===== config.mk =====
export PLATFORM = sky130hd
export DESIGN_NAME = keypad_scan_ctrl
export DESIGN_NICKNAME = d
export VERILOG_FILES = /design/src/rtl/keypad_scan_ctrl.sv
export SDC_FILE = /design/constraint.sdc
export NUM_CORES = 1
export LEC_CHECK = 0
export ABC_CLOCK_PERIOD_IN_PS = 5900
export BUFFER_PORTS_ARGS = -buffer_cell sky130_fd_sc_hd__buf_2
export CAP_MARGIN = 20
export CORE_MARGIN = 4
export CORE_UTILIZATION = 40
export DETAILED_ROUTE_END_ITERATION = 7
export SLEW_MARGIN = 20
export SYNTH_ARGS = -nofsm -noshare
export SYNTH_HDL_FRONTEND = slang
export SYNTH_SLANG_ARGS = --single-unit
export TNS_END_PERCENT = 20

===== constraint.sdc =====
create_clock -name clk -period 5.9 [get_ports clk]
set_input_delay 0.295 -clock clk [delete_from_list [all_inputs] [get_ports clk]]
set_output_delay 0.295 -clock clk [all_outputs]
set_load 0.03 [all_outputs]

===== src/rtl/keypad_scan_ctrl.sv =====
// keypad_scan_ctrl: 4x4 keypad row scanner with debounce and a valid/ready key port.
// Define KEYPAD_REPEAT_EN to build the hold-to-repeat path.
module keypad_scan_ctrl #(
  parameter int unsigned SETTLE_CYCLES = 16,
  parameter int unsigned DB_CYCLES     = 4,
  parameter int unsigned REPEAT_CYCLES = 50000
) (
  input  logic       clk,
  input  logic       reset,
  input  logic       scan_en,
  input  logic [3:0] col,
  output logic [3:0] rows,
  output logic [3:0] key_code,
  output logic       key_valid,
  input  logic       key_ready,
  output logic       busy
);

  localparam logic [2:0] SETTLE   = 3'd0;
  localparam logic [2:0] SCAN     = 3'd1;
  localparam logic [2:0] DEBOUNCE = 3'd2;
  localparam logic [2:0] EMIT     = 3'd3;
  localparam logic [2:0] RELEASE  = 3'd4;

  localparam logic [15:0] SET_LAST = 16'(SETTLE_CYCLES - 1);
  localparam logic [15:0] DB_LAST  = 16'(DB_CYCLES - 1);

  logic [2:0]  state;
  logic [15:0] cnt;
  logic [3:0]  col_m;
  logic [3:0]  col_s;
  logic [3:0]  dec;
  logic [3:0]  rot;
  logic        key_on;
  logic        same;
  logic        rpt_hit;

  function automatic logic [3:0] decode(
    input logic [3:0] r,
    input logic [3:0] c
  );
    logic [1:0] ri;
    logic [1:0] ci;
    logic [3:0] k;
    ri = 2'd0;
    unique case (1'b1)
      r[3]:    ri = 2'd3;
      r[2]:    ri = 2'd2;
      r[1]:    ri = 2'd1;
      default: ri = 2'd0;
    endcase
    // highest asserted column wins
    if (c[3])      ci = 2'd3;
    else if (c[2]) ci = 2'd2;
    else if (c[1]) ci = 2'd1;
    else           ci = 2'd0;
    case ({ri, ci})
      4'h0:    k = 4'h1;
      4'h1:    k = 4'h2;
      4'h2:    k = 4'h3;
      4'h3:    k = 4'hA;
      4'h4:    k = 4'h4;
      4'h5:    k = 4'h5;
      4'h6:    k = 4'h6;
      4'h7:    k = 4'hB;
      4'h8:    k = 4'h7;
      4'h9:    k = 4'h8;
      4'hA:    k = 4'h9;
      4'hB:    k = 4'hC;
      4'hC:    k = 4'hE;
      4'hD:    k = 4'h0;
      4'hE:    k = 4'hF;
      default: k = 4'hD;
    endcase
    return k;
  endfunction

  always_ff @(posedge clk or negedge reset) begin
    if (!reset) begin
      col_m <= 4'b0;
      col_s <= 4'b0;
    end else begin
      col_m <= col;
      col_s <= col_m;
    end
  end

  assign dec    = decode(rows, col_s);
  assign key_on = |col_s;
  assign same   = key_on && (dec == key_code);
  assign rot    = {rows[2:0], rows[3]};
  assign busy   = (state != SETTLE) && (state != SCAN);

`ifdef KEYPAD_REPEAT_EN
  localparam logic [15:0] RPT_LAST = 16'(REPEAT_CYCLES - 1);

  logic [15:0] rpt_cnt;

  assign rpt_hit = (state == RELEASE) && same &&
                   (rpt_cnt == RPT_LAST);

  // restarts whenever the held key drops or a repeat fires
  always_ff @(posedge clk or negedge reset) begin
    if (!reset) begin
      rpt_cnt <= 16'd0;
    end else if ((state == RELEASE) && same && !rpt_hit) begin
      rpt_cnt <= rpt_cnt + 16'd1;
    end else begin
      rpt_cnt <= 16'd0;
    end
  end
`else
  logic unused_rpt;

  assign unused_rpt = ^REPEAT_CYCLES;
  assign rpt_hit    = 1'b0;
`endif

  always_ff @(posedge clk or negedge reset) begin
    if (!reset) begin
      state     <= SETTLE;
      cnt       <= 16'd0;
      rows      <= 4'b0001;
      key_code  <= 4'h0;
      key_valid <= 1'b0;
    end else begin
      case (state)
        SETTLE: begin
          if (scan_en) begin
            if (cnt == SET_LAST) begin
              state <= SCAN;
              cnt   <= 16'd0;
            end else begin
              cnt <= cnt + 16'd1;
            end
          end
        end
        SCAN: begin
          if (scan_en) begin
            if (key_on) begin
              key_code <= dec;
              state    <= DEBOUNCE;
              cnt      <= 16'd0;
            end else begin
              rows  <= rot;
              state <= SETTLE;
            end
          end
        end
        DEBOUNCE: begin
          if (same) begin
            if (cnt == DB_LAST) begin
              state     <= EMIT;
              key_valid <= 1'b1;
              cnt       <= 16'd0;
            end else begin
              cnt <= cnt + 16'd1;
            end
          end else begin
            rows  <= rot;
            state <= SETTLE;
            cnt   <= 16'd0;
          end
        end
        EMIT: begin
          if (key_ready) begin
            key_valid <= 1'b0;
            state     <= RELEASE;
            cnt       <= 16'd0;
          end
        end
        RELEASE: begin
          if (!key_on) begin
            if (cnt == DB_LAST) begin
              rows  <= rot;
              state <= SETTLE;
              cnt   <= 16'd0;
            end else begin
              cnt <= cnt + 16'd1;
            end
          end else if (rpt_hit) begin
            state     <= EMIT;
            key_valid <= 1'b1;
            cnt       <= 16'd0;
          end else begin
            cnt <= 16'd0;
          end
        end
        default: begin
          state     <= SETTLE;
          cnt       <= 16'd0;
          key_valid <= 1'b0;
        end
      endcase
    end
  end

endmodule


* After elaboration in Yosys (flattened, before gate mapping)
Memory sizes are Yosys's and may differ from the RTL's. Index checks and enable logic that the tools add are counted.
Word-level totals: bits in registers 36, memory bits (read-only) 64, input port bits 8, output and inout port bits 10, word-level logic and storage cells 75, memories 1
Memories:
- (name not given) | depth 16, bits a word 4, read ports 1, clocked after memory_dff 0, write ports 0, RTL line 57 | case ({ri, ci})
Cells by class: add/sub/neg operators 1, equality and inequality tests 20, mux-type cells 33, bitwise logic cells 1, reduce and logical (&&, ||, !) cells 12
Operators by type and width (count):
- 16-bit two-way mux | 8
- 16-bit one-hot mux with 5 select lines | 1
- 3-bit two-way mux | 8
- 2-bit inequality test, second input constant | 11
- 4-bit two-way mux | 5
- 16-bit by 1-bit adder with 16-bit output, second input constant | 1
- 16-bit by 2-bit equality test with 1-bit output, second input constant | 1
- 16-bit by 4-bit equality test with 1-bit output, second input constant | 1
- 3-bit one-hot mux with 5 select lines | 1
- 4-bit one-hot mux with 3 select lines | 1
- 4-bit AND reduction | 2
- 7-bit AND reduction | 1
- 3-bit by 2-bit equality test with 1-bit output, second input constant | 2
- 2-bit two-way mux | 3
- 2-bit one-hot mux with 3 select lines | 1
- 6-bit AND reduction | 1
- 3-bit nonzero test | 2
- 4-bit equality test | 1
- 1-bit two-way mux | 4
- 4-bit OR reduction | 1
- 3-bit by 1-bit equality test with 1-bit output, second input constant | 1
- 3-bit equality test, second input constant | 1
- 3-bit zero test | 1
- 3-bit by 1-bit inequality test with 1-bit output, second input constant | 1
- 6 further kinds | 7

* Logic depth before layout (Yosys ltp)
An unclocked memory read counts as a cell.
depth in word-level cells 8, mapped depth 14

* Worst setup path after synthesis
Ideal clock, no wire load.
path type reg-to-reg, from reg col_s[1], to reg rows[2], data arrival time 2.718 ns, required time 5.772 ns, slack 3.054 ns, cell stages (with the launch flop) 12, buffers on the path 1, clock period less this slack 2.846 ns, cell sequence dfrtp_1 -> clkbuf_1 -> nor2b_1 -> nor2_1 -> ha_1 -> or3b_1 -> a21oi_1 -> o21ai_1 -> a211oi_2 -> nand4b_1 -> o31ai_4 -> mux2_1
On the way: cells in the longest elaborated chain, start to end 8, elaborated cells between the ends (all ways) 11, classes of those cells 4 x eq/ne; 3 x mux; 3 x reduce/logical; 1 x memory
RTL lines:
- start: declaration | RTL line 31 | logic [3:0] col_s;
- start signal: assignment | RTL line 84 | col_s <= col_m;
- 1-bit two-way mux | RTL line 55 | else if (c[1]) ci = 2'd1;
- 2-bit two-way mux | RTL line 54 | else if (c[2]) ci = 2'd2;
- 2-bit two-way mux | RTL line 53 | if (c[3]) ci = 2'd3;
- memory read 16 x 4 bit
- 4-bit equality test | RTL line 90 | assign same = key_on && (dec == key_code);
- 1-bit logical AND | RTL line 90
- 2-bit inequality test (no line)
- 6-bit AND reduction (no line) (*)
- end signal: assignment | RTL line 145 | rows <= rot;
- end signal: assignment | RTL line 160 | rows <= rot;
- end signal: assignment | RTL line 175 | rows <= rot;
- end: declaration | RTL line 12 | output logic [3:0] rows,
Mark *: on every way between the ends. The rest lies on a longest branch, timed or not. A chain may end at the register's enable or synchronous reset.

* Worst setup path after layout
from reg col_s[1], to reg cnt[2]
On the way: cells in the longest elaborated chain, start to end 8, elaborated cells between the ends (all ways) 12, classes of those cells 2 x eq/ne; 6 x mux; 3 x reduce/logical; 1 x memory
RTL lines:
- 1-bit two-way mux | RTL line 55
- 2-bit two-way mux | RTL line 54
- 2-bit two-way mux | RTL line 53
- memory read 16 x 4 bit
- 4-bit equality test | RTL line 90
- 1-bit logical AND | RTL line 90
- 16-bit two-way mux | RTL line 151 | if (same) begin
- 16-bit one-hot mux with 5 select lines | RTL line 127 | case (state)
- end signal: assignment | RTL line 134 | cnt <= cnt + 16'd1;
- end signal: assignment | RTL line 157 | cnt <= cnt + 16'd1;
- end signal: assignment | RTL line 179 | cnt <= cnt + 16'd1;
- end: declaration | RTL line 29 | logic [15:0] cnt;
Parallel ways exist; a longest one is shown, timed or not.

==> results.toml <==
[clock_tree]
clock_insertion_delay_worst_skew_ns = 0.29
cts.path.max_buffers = 2
clockRootBuffer = "sky130_fd_sc_hd__clkbuf_8"
post_cts_hold_buffer_count = 0
post_cts_buffers = 0
number_of_h_tree_branching_levels = 2
post_cts_resized = 0
cts_made_buffers = 5
cts_tree = "yes"
path_clk_slew_ns = 0.07
tritoncts_num_sinks = 36

[cells_and_area]
n_fill_cell = 521
postLayoutCoreUtil_pct = 45.8
fin_nets = 264
n_antenna_cell = 0
area_delta_synth_final_pct = 8.99
drive_above_1_share_pct = 14.2

[route]
detailedRoute.firstIterationViolations = 102
drt_wl_total_mm = 4.43
drt_pass1_iterations = 4
wl_per_cell_um = 13.7
number_of_remaining_drc_errors = 0
antenna_violating_nets_post_route = 0
num_vias = 1763
drt-vias-per-instance = 5.46

[synth]
synthDominantCellAreaShare_pct = 40.3
syn-instance-count = 242
synth_async_sr_flop_share_pct = 100
synth.lib_cells_used.distinct = 57
syn_nets = 254
synthesis.area_um2 = 2170
synth.yosys.seq_area_share_pct = 41.5
synth-edff-count = 0
register_bit_total_from_synthesis = 36
synth_area_per_cell_um2 = 8.98
synthTopCellsByArea = "sky130_fd_sc_hd__dfrtp_1 40%, sky130_fd_sc_hd__a21oi_1 5.1%, sky130_fd_sc_hd__nand2_1 4.5%, sky130_fd_sc_hd__nor2_1 2.9%, sky130_fd_sc_hd__ha_1 2.3%"
synth_ff_type = "sky130_fd_sc_hd__dfrtp_1"
synth_top_cell_by_area = "sky130_fd_sc_hd__dfrtp_1"
synth-warning-count = 0

[timing]
final-hold-violation-count = 0
setup-tns-final_ns = 0
clock.fmax_ghz = 0.328
tightestPinTransition_ns = 0.832
rsz0062_at_grt = "no"
clock-skew-final_ns = 0.00856
finalCriticalPeriod_ns = 3.05
timing.final.crit_share_pct = 51.7
timing.slew.headroom_pct = 44.3
setup_viol = 0
finalMaxSlewViolations = 0

[die]
die_area_um2 = 6670
io_pins = 18
start_util_pct = 42.0
chipHeight_um = 81.7
num_rows = 26
core_area_um2 = 5170
die_width_um = 81.7

[power]
cellPowerDensity_nw_per_um2 = 380
leakage_power_total_nw = 1.04
total_power_mw = 0.898
worst_ir_drop_vdd_v = 0.000157

[setup_path]
critPathCaptureType = "flop"
crit_path_class = "flop to flop"
critPathRequiredTime_ns = 6.10
path_max_fanout = 26
arrival_ns = 3.25
setup.worst_path.start_class = "flop"

[global_route]
initial_antenna_violation_count = 0
grt.overflow.total = 0
first_global_vias = 1654
grt_start_max_net_pins = 37
track_usage_pct = 15.5
grt_first_pass_wirelength_mm = 8.06

[min_path]
hold_path_class = "input port to async pin"

[placed_design]
io_buffer_count = 17
dp_hpwl_mm = 3.10
gpl.final_weighted_congestion = 0.823

[flow_run]
cap_viol_max_count = 0

[outcome]
run_status = "finished, final reports clean"
## where the power goes
part	switching (mW)	internal, mW
logic	0.206	0.127
clock network	0.0896	0.125
registers	0.0671	0.284
total	0.363	0.536
## sequential cells by signal, summed over array words and instances, names as in the netlist
register   flops
key_valid      1
rows           4
state          3
cnt           16
col_m          4
col_s          4
key_code       4
## area by class of cell
| cell class | count | area [um2] | share of cell area (%) |
|---|---|---|---|
| tap | 70 | 87.6 | 3.70 |
| clock inverter | 3 | 42.5 | 1.80 |
| clock buffer | 5 | 68.8 | 2.91 |
| inverter | 10 | 37.5 | 1.59 |
| multi-input combinational | 182 | 1140 | 48.3 |
| timing repair buffer | 17 | 85.1 | 3.59 |
| sequential | 36 | 902 | 38.1 |
## critical path, cell delays in order, from the launching register on
cell and delay, ns:
sky130_fd_sc_hd__dfrtp_1 0.48, sky130_fd_sc_hd__nor2b_1 0.19, sky130_fd_sc_hd__nor2_1 0.13, sky130_fd_sc_hd__inv_1 0.08, sky130_fd_sc_hd__ha_1 0.21, sky130_fd_sc_hd__xor2_1 0.16, sky130_fd_sc_hd__a22o_1 0.23, sky130_fd_sc_hd__a211o_1 0.24
sky130_fd_sc_hd__a211oi_2 0.23, sky130_fd_sc_hd__a21o_1 0.66, sky130_fd_sc_hd__a21oi_1 0.16, sky130_fd_sc_hd__a31oi_1 0.18
## cell usage after synthesis, types with 2 or more instances
library cell and n:
sky130_fd_sc_hd__o21ai_0 7, sky130_fd_sc_hd__and3_1 3, sky130_fd_sc_hd__a21o_1 3, sky130_fd_sc_hd__a21oi_1 22, sky130_fd_sc_hd__o21ai_1 8, sky130_fd_sc_hd__nand4_1 2
sky130_fd_sc_hd__or2_2 2, sky130_fd_sc_hd__mux2i_1 2, sky130_fd_sc_hd__nand3_1 8, sky130_fd_sc_hd__a22o_1 5, sky130_fd_sc_hd__inv_1 10, sky130_fd_sc_hd__clkbuf_1 6
sky130_fd_sc_hd__or3_1 4, sky130_fd_sc_hd__mux2_1 4, sky130_fd_sc_hd__xor2_1 3, sky130_fd_sc_hd__nor2_1 17, sky130_fd_sc_hd__ha_1 4, sky130_fd_sc_hd__nand2_1 26
sky130_fd_sc_hd__dfrtp_1 35, sky130_fd_sc_hd__o32ai_1 2, sky130_fd_sc_hd__o21ai_2 2, sky130_fd_sc_hd__o22ai_1 2, sky130_fd_sc_hd__nor2b_1 3, sky130_fd_sc_hd__nand3b_1 2
sky130_fd_sc_hd__buf_6 4, sky130_fd_sc_hd__xnor2_1 2, sky130_fd_sc_hd__a21boi_0 2, sky130_fd_sc_hd__nor4_1 6, sky130_fd_sc_hd__a31oi_1 5, sky130_fd_sc_hd__buf_2 2
sky130_fd_sc_hd__nor3_1 5, sky130_fd_sc_hd__nand2b_1 4, sky130_fd_sc_hd__or3b_1 3, sky130_fd_sc_hd__nor3b_1 4
## placed cells by master, fill, tap and decap left out, drive strengths merged, types with 2 or more instances in the layout
cell type / synthesis / routed
nand3: 8 / 8
nor3b: 4 / 4
a21o: 3 / 3
o32ai: 2 / 2
mux2i: 2 / 2
or3: 4 / 4
or3b: 3 / 3
nor2: 18 / 18
ha: 4 / 4
nor3: 6 / 6
and3: 3 / 3
nand2b: 4 / 4
a22o: 5 / 5
a31oi: 5 / 5
xnor2: 2 / 2
o21ai: 17 / 17
mux2: 5 / 5
clkbuf: 6 / 5
nand4: 2 / 2
nor2b: 3 / 3
o22ai: 2 / 2
dfrtp: 35 / 35
or2: 2 / 2
buf: 8 / 17
xor2: 3 / 3
a21boi: 2 / 2
nand2: 26 / 26
a211oi: 2 / 2
nand3b: 2 / 2
inv: 10 / 10
nor4: 6 / 6
a21oi: 22 / 22
## layer usage
layer	GRT usage, %	vias to the layer above	share of wire, %
met5	0	-	0
met4	4.49	0	0.56
met1	22.0	840	51
met2	23.7	24	45
met3	3.40	2	3.2
li1	-	897	-
## through the flow
step / instances / hold WS, ns / area (um2) / setup WS [ns]
detailed placement: 315 / 0.337 / 2260 / 2.85
CTS: 323 / 0.103 / 2370 / 2.84
finish: 323 / 0.0882 / 2370 / 2.85
global placement: 315 / 0.332 / 2260 / 2.91
global route: 323 / 0.0997 / 2370 / 2.50
floorplan: 242 / -0.000591 / 2170 / 3.05
## logic make-up after synthesis
logic type / synth area share (%)
fa+ha+maj: 2.30
compound gates: 21.4
buf+inv: 5.82
simple gates: 23.4
xor+xnor: 2.02
mux: 3.51
flops: 41.5
## path summary, 6_finish.rpt
check / startpoint / endpoint / slack [ns] / cells after the start
setup reg to reg: col_s[1] / cnt[2] / 2.85 / 11
hold / removal: reset / key_code[2] / 0.09 / 1
setup / recovery: col_s[1] / cnt[2] / 2.85 / 11
min in group clk: col[0] / col_m[0] / 0.11 / 1
max in group asynchronous: reset / key_code[0] / 5.31 / 1
hold reg to reg: col_m[0] / col_s[0] / 0.35 / 0
Power figures use the tool's default switching activity.
